<file path="config.mk">
export PLATFORM = sky130hd
export DESIGN_NAME = mem_responder
export DESIGN_NICKNAME = d
export VERILOG_FILES = /design/src/rtl/mem_responder.sv
export SDC_FILE = /design/constraint.sdc
export NUM_CORES = 2
export LEC_CHECK = 0
export CAP_MARGIN = 40
export CORE_ASPECT_RATIO = 2
export CORE_UTILIZATION = 55
export CTS_BUF_LIST = sky130_fd_sc_hd__clkbuf_4 sky130_fd_sc_hd__clkbuf_8 sky130_fd_sc_hd__clkbuf_16
export DETAILED_ROUTE_END_ITERATION = 10
export PLACE_DENSITY = 0.67
export SYNTH_ARGS = -nofsm -noshare
export SYNTH_HDL_FRONTEND = slang
export SYNTH_SLANG_ARGS = --single-unit
</file>
<file path="constraint.sdc">
create_clock -name clk -period 7.3 [get_ports clk]
set_input_delay 1.46 -clock clk [delete_from_list [all_inputs] [get_ports clk]]
set_output_delay 1.46 -clock clk [all_outputs]
set_load 0.01 [all_outputs]
</file>
<file path="src/rtl/mem_responder.sv">
// mem_responder: RAM responder serving fetch and data requesters over req/ack,
// with round-robin tie-breaking and a configurable number of wait states.
module mem_responder #(
  parameter int ADDR_W      = 8,
  parameter int DATA_W      = 8,
  parameter int DEPTH       = 256,
  parameter int WAIT_STATES = 0
) (
  input  logic              clk,
  input  logic              rst_n,
  input  logic              if_req_i,
  input  logic [ADDR_W-1:0] if_addr_i,
  output logic              if_ack_o,
  output logic [DATA_W-1:0] if_data_o,
  input  logic              d_req_i,
  input  logic              d_we_i,
  input  logic [ADDR_W-1:0] d_addr_i,
  input  logic [DATA_W-1:0] d_wdata_i,
  output logic              d_ack_o,
  output logic [DATA_W-1:0] d_rdata_o,
  output logic              busy_o
);
  localparam logic [1:0] IDLE = 2'd0;
  localparam logic [1:0] WAIT = 2'd1;
  localparam logic [1:0] RESP = 2'd2;
  localparam logic [3:0] WS = 4'(WAIT_STATES);
  localparam int IDX_W = DEPTH > 1 ? $clog2(DEPTH) : 1;

  logic [DATA_W-1:0] mem [DEPTH];
  logic [1:0]        state_q, state_d;
  logic [3:0]        cnt_q, cnt_d;
  logic              last_q, last_d;
  logic              port_q, port_d;
  logic              we_q, we_d;
  logic [ADDR_W-1:0] addr_q, addr_d;
  logic [DATA_W-1:0] wdata_q, wdata_d;
  logic              if_ack_q, if_ack_d;
  logic              d_ack_q, d_ack_d;
  logic [DATA_W-1:0] if_data_q, if_data_d;
  logic [DATA_W-1:0] d_rdata_q, d_rdata_d;
  logic [DATA_W-1:0] rd;
  logic [IDX_W-1:0]  idx;
  logic              grant_d, any_req, enter_resp, in_range;

  // port/last encoding: 1 = data, 0 = fetch; a tie goes to the port not granted last
  assign any_req = if_req_i | d_req_i;
  assign grant_d = d_req_i & (~if_req_i | ~last_q);

  // In IDLE the live inputs are used directly so a zero-wait access can happen on the accept edge
  always_comb begin
    port_d     = state_q == IDLE ? grant_d : port_q;
    we_d       = state_q == IDLE ? grant_d & d_we_i : we_q;
    addr_d     = state_q == IDLE ? (grant_d ? d_addr_i : if_addr_i) : addr_q;
    wdata_d    = state_q == IDLE ? d_wdata_i : wdata_q;
    last_d     = state_q == IDLE && any_req ? grant_d : last_q;
    cnt_d      = state_q == WAIT ? (cnt_q == WS ? cnt_q : cnt_q + 4'd1)
               : state_q == IDLE ? 4'd0 : cnt_q;
    state_d    = state_q == RESP ? IDLE
               : state_q == WAIT ? (cnt_d == WS ? RESP : WAIT)
               : any_req ? (WS == 4'd0 ? RESP : WAIT) : IDLE;
    enter_resp = state_d == RESP && state_q != RESP;
    in_range   = int'(addr_d) < DEPTH;
    idx        = addr_d[IDX_W-1:0];
    rd         = in_range ? mem[idx] : '0;
    if_ack_d   = enter_resp & ~port_d;
    d_ack_d    = enter_resp & port_d;
    if_data_d  = if_ack_d ? rd : if_data_q;
    d_rdata_d  = d_ack_d && !we_d ? rd : d_rdata_q;
  end

  // RAM is deliberately left out of the reset branch so its contents survive reset
  always_ff @(posedge clk or negedge rst_n) begin
    if (!rst_n) begin
      state_q   <= IDLE;
      cnt_q     <= 4'd0;
      last_q    <= 1'b0;
      port_q    <= 1'b0;
      we_q      <= 1'b0;
      addr_q    <= '0;
      wdata_q   <= '0;
      if_ack_q  <= 1'b0;
      d_ack_q   <= 1'b0;
      if_data_q <= '0;
      d_rdata_q <= '0;
    end else begin
      state_q   <= state_d;
      cnt_q     <= cnt_d;
      last_q    <= last_d;
      port_q    <= port_d;
      we_q      <= we_d;
      addr_q    <= addr_d;
      wdata_q   <= wdata_d;
      if_ack_q  <= if_ack_d;
      d_ack_q   <= d_ack_d;
      if_data_q <= if_data_d;
      d_rdata_q <= d_rdata_d;
      if (d_ack_d && we_d && in_range) mem[idx] <= wdata_d;
    end
  end

  assign if_ack_o  = if_ack_q;
  assign if_data_o = if_data_q;
  assign d_ack_o   = d_ack_q;
  assign d_rdata_o = d_rdata_q;
  assign busy_o    = state_q != IDLE;
endmodule

</file>
==> summary.txt <==
Logic synthesis
  • Seq/Total Area, Yosys: 0.7232
  • Commonest register cell after synthesis: sky130_fd_sc_hd__edfxtp_1
  • Area share of the leading cell type in the synthesized netlist: 0.7107
  • Synthesized Nets: 5646
  • Multiplexer fraction of the synthesized cell area: 0.04660
  • Synth Cell Area: 86530 sq um
  • Instance count of the mapped netlist: 5615
  • Most frequent cell after synthesis: sky130_fd_sc_hd__edfxtp_1
  • Async set-or-reset flop fraction in the synthesized netlist: 0.02056
  • Count of warnings emitted by yosys: 0
  • Main combinational cell family by area after synthesis: compound AO/OA/AOI/OAI gates
  • Simple-gate area share of the yosys netlist: 0.06902
  • Flip-flop and latch count after synthesis: 2091
  • Syn_area_per_cell: 15.41 sq um
  • Number of synthesized flops with an enable pin: 2048
  • Library cell occupying the most area in the post-synthesis netlist: sky130_fd_sc_hd__edfxtp_1
  • Adder-Cell Fraction of Synth Area: 0.0002892
  • Fraction of synthesized cell area in xor and xnor cells: 0
  • Top post-synthesis cells by count: sky130_fd_sc_hd__edfxtp_1, sky130_fd_sc_hd__nand2_1, sky130_fd_sc_hd__a22oi_1, sky130_fd_sc_hd__nor2_1, sky130_fd_sc_hd__and3_1
  • Dominant cells by area after synthesis: sky130_fd_sc_hd__edfxtp_1, sky130_fd_sc_hd__a22oi_1, sky130_fd_sc_hd__mux4_2
  • Synth Area in Compound Gates: 0.1315
  • Post-synth cell types: 91

Finish
  • Layout Cell Area excl Fill: 96690 sq um
  • Proportion of layout cells with a drive suffix above 1: 0.1426
  • Net total in the final layout: 5755
  • Count of fill cells added during filler insertion: 11570
  • Synth-to-Final Area Change: 11.74%

Timing
  • Setup repair after global routing missed its margin: no
  • Accumulated negative setup slack: 0 ns
  • Pin slew with the least headroom to its limit: 1.300 ns
  • Rel. slew slack: 0.1334
  • Hold Vio Cnt, Final: 0
  • Final setup skew: 0.05991 ns
  • Final slew viol count: 0
  • Post-route clock period utilization: 0.8688
  • Max Clk Rate: 0.1577 GHz
  • Fin crit period: 6.342 ns
  • Final setup fails: 0

Setup path
  • Arrival time of data at the critical path endpoint: 7.03 ns
  • CP endpoint kind: register
  • Kind of critical path: in -> reg
  • Critical path launch point type: input port
  • Max incr delay on CP: 0.89 ns
  • Standard cell with the maximum stage delay on the critical path: sky130_fd_sc_hd__nor4_1
  • CP max FO: 13
  • List of cells traversed by the critical path: clkdlybuf4s50_1 -> a21boi_4 -> mux2i_1 -> nand2_1 -> nand3_1 -> o22ai_1 -> nor4_1 -> buf_4 -> nand4_1 -> nor4_2 -> a21oi_1
  • Required time of the worst setup path: 7.99 ns

Pwr
  • Worst ir drop on vdd: 0.0002430 V
  • Combinational group share of total power: 0.195
  • Internal Dissipation: 20660 uW
  • Total leakage power: 0.03161 uW
  • Clock network power share: 0.331
  • Power dissipated by switching net loads: 8463 uW
  • Power per cell area: 301.2 nW/um^2
  • Sw frac: 0.2906
  • Relative contribution of sequential cells to total power: 0.474

Detailed routing
  • Length of routed met2 wiring: 141800 um
  • Final WL: 289200 um
  • Number of remaining DRC errors: 0
  • Count of nets left with antenna violations after detail routing: 0
  • DR vias/cell: 7.151
  • Max layer used: met5
  • Number of vias in the routed layout: 56710
  • Router iterations before antenna repair: 10
  • Routed WL per cell: 36.47 um
  • Starting DRC count in detailed routing: 7414
  • Wire length on met3: 26790 um
  • Metal1 wirelength: 88410 um

GRT
  • First-pass GRT wire length: 406700 um
  • Initial antenna violation count: 12
  • All-Layer GR Usage: 0.3650
  • Vias in the first global route: 56270
  • Aggregate global routing overflow: 0
  • Largest net degree at the start of global routing: 173

Place
  • Weighted congestion at the end of routability-driven global placement: 1.016
  • Placed inst area: 90850 sq um
  • Number of buffers inserted by port buffering: 47
  • HPWL after detailed placement: 186200 um

Floorplanning
  • Die ar.: 159000 sq um
  • I/O pin count: 48
  • Die Ht: 562.9 um
  • DIE WIDTH: 282.5 um
  • Starting density of the core: 0.5549
  • Standard-cell rows: 205
  • Core box area: 156000 sq um

Clock tree
  • Number of buffers inserted by post-CTS setup repair: 0
  • Clock tree from TritonCTS: built
  • Post-cts sizing count: 0
  • Deepest level of the CTS H-tree: 4
  • Cell chosen for the clock root: sky130_fd_sc_hd__clkbuf_16
  • Count of clock tree sinks: 2091
  • Clock slew at reported path FFs: 0.07 ns
  • Cts bufs inserted: 179
  • Number of hold buffers added after CTS: 0
  • Maximum count of clock buffers along a single path: 4
  • Clock latency reported for the late side of the worst-skew pair: 0.85 ns

Status
  • Result of the run: finished clean

Min path
  • Type of the most critical hold path: reg -> reg

Job
  • Max-Cap Viols: 0
## area by class of cell
type / instances / area [sq um] / share of cell area
flip-flops and latches: 2091 / 62580 / 0.6472
clock buffers: 223 / 4887 / 0.05055
multi-input cells: 2965 / 21710 / 0.2245
repair buffers: 394 / 3675 / 0.03801
clock inverters: 88 / 874.6 / 0.009046
well taps: 2070 / 2590 / 0.02679
inverters: 93 / 364.1 / 0.003766
diodes: 6 / 15.01 / 0.0001553
## cells in the final DEF, fill, tap and decap left out, types with 36 or more instances in the layout
cell type	instances
sky130_fd_sc_hd__inv_1	91
sky130_fd_sc_hd__a211oi_1	187
sky130_fd_sc_hd__edfxtp_1	2048
sky130_fd_sc_hd__o2bb2ai_1	50
sky130_fd_sc_hd__dfrtp_1	43
sky130_fd_sc_hd__o22ai_1	64
sky130_fd_sc_hd__a21oi_1	122
sky130_fd_sc_hd__buf_4	279
sky130_fd_sc_hd__a222oi_1	49
sky130_fd_sc_hd__and3_1	245
sky130_fd_sc_hd__nand2_1	462
sky130_fd_sc_hd__nor4_1	36
sky130_fd_sc_hd__a22o_1	55
sky130_fd_sc_hd__a22oi_1	359
sky130_fd_sc_hd__mux4_2	114
sky130_fd_sc_hd__clkdlybuf4s50_1	46
sky130_fd_sc_hd__nor2_1	286
sky130_fd_sc_hd__clkbuf_16	182
sky130_fd_sc_hd__nand3_1	71
sky130_fd_sc_hd__mux2i_1	133
sky130_fd_sc_hd__clkbuf_4	37
sky130_fd_sc_hd__buf_12	45
sky130_fd_sc_hd__a221oi_1	134
sky130_fd_sc_hd__o32ai_1	134
sky130_fd_sc_hd__a311oi_1	45
## critical path, delay by kind of cell
kind,cells,cell delay (ns)
AOI/OAI and AO/OA,3,0.77
buffers and inverters,2,0.85
muxes,1,0.75
and+or+nand+nor,5,3.17
## routing by layer
metal,vias to the layer above,track usage
met5,-,0
met2,3796,0.5978
met4,12,0.3419
met1,28700,0.3977
li1,23120,-
met3,1091,0.06683
## logic make-up (layout without fill, tap and decap cells)
| kind of cell | after synthesis | after routing |
|---|---|---|
| AOI/OAI and AO/OA | 1444 | 1444 |
| adders and majority gates | 2 | 2 |
| buffers and inverters | 559 | 798 |
| DFF | 2091 | 2091 |
| muxes | 257 | 257 |
| other | 0 | 6 |
| and+or+nand+nor | 1262 | 1262 |
## per-stage QoR
stage               power (uW)  cells    util  setup WS, ns  hold WS, ns
floorplan                17110   5615       -         1.828       0.4460
global placement         19400   7527  0.5783        0.3747       0.4611
detailed placement       19500   7608  0.5826        0.7811       0.4839
CTS                      28920   7919  0.6195         1.622       0.4994
global route             29610   7926  0.6199         1.091       0.5585
finish                   29120   7930  0.6200        0.9578       0.5039
## registers in the layout, summed over array words and instances, names as in the netlist
name       flops
d_rdata_o      8
we_q           1
addr_q         8
if_ack_o       1
cnt_q          4
if_data_o      8
state_q        2
d_ack_o        1
mem         2048
wdata_q        8
port_q         1
last_q         1
## power by group through the flow
stage / sequential [uW] / clock [uW] / combinational, uW
after detailed placement: 14000 / 0 / 5470
after floorplan: 14100 / 0 / 2990
after global placement: 14000 / 0 / 5370
after global routing: 13800 / 10000 / 5780
after CTS: 13800 / 9660 / 5490
final: 13800 / 9650 / 5680
## path summary, 6_finish.rpt
check / from / to / slack [ns] / cells after the start
setup / recovery: d_req_i / d_rdata_o[4] / 0.96 / 11
hold / removal: we_q / we_q / 0.50 / 2
setup reg to reg: state_q[1] / d_rdata_o[6] / 1.15 / 13
hold reg to reg: we_q / we_q / 0.50 / 2
max in group asynchronous: rst_n / if_data_o[2] / 5.88 / 2
min in group asynchronous: rst_n / wdata_q[5] / 0.89 / 2
Power figures use the tool's default switching activity.
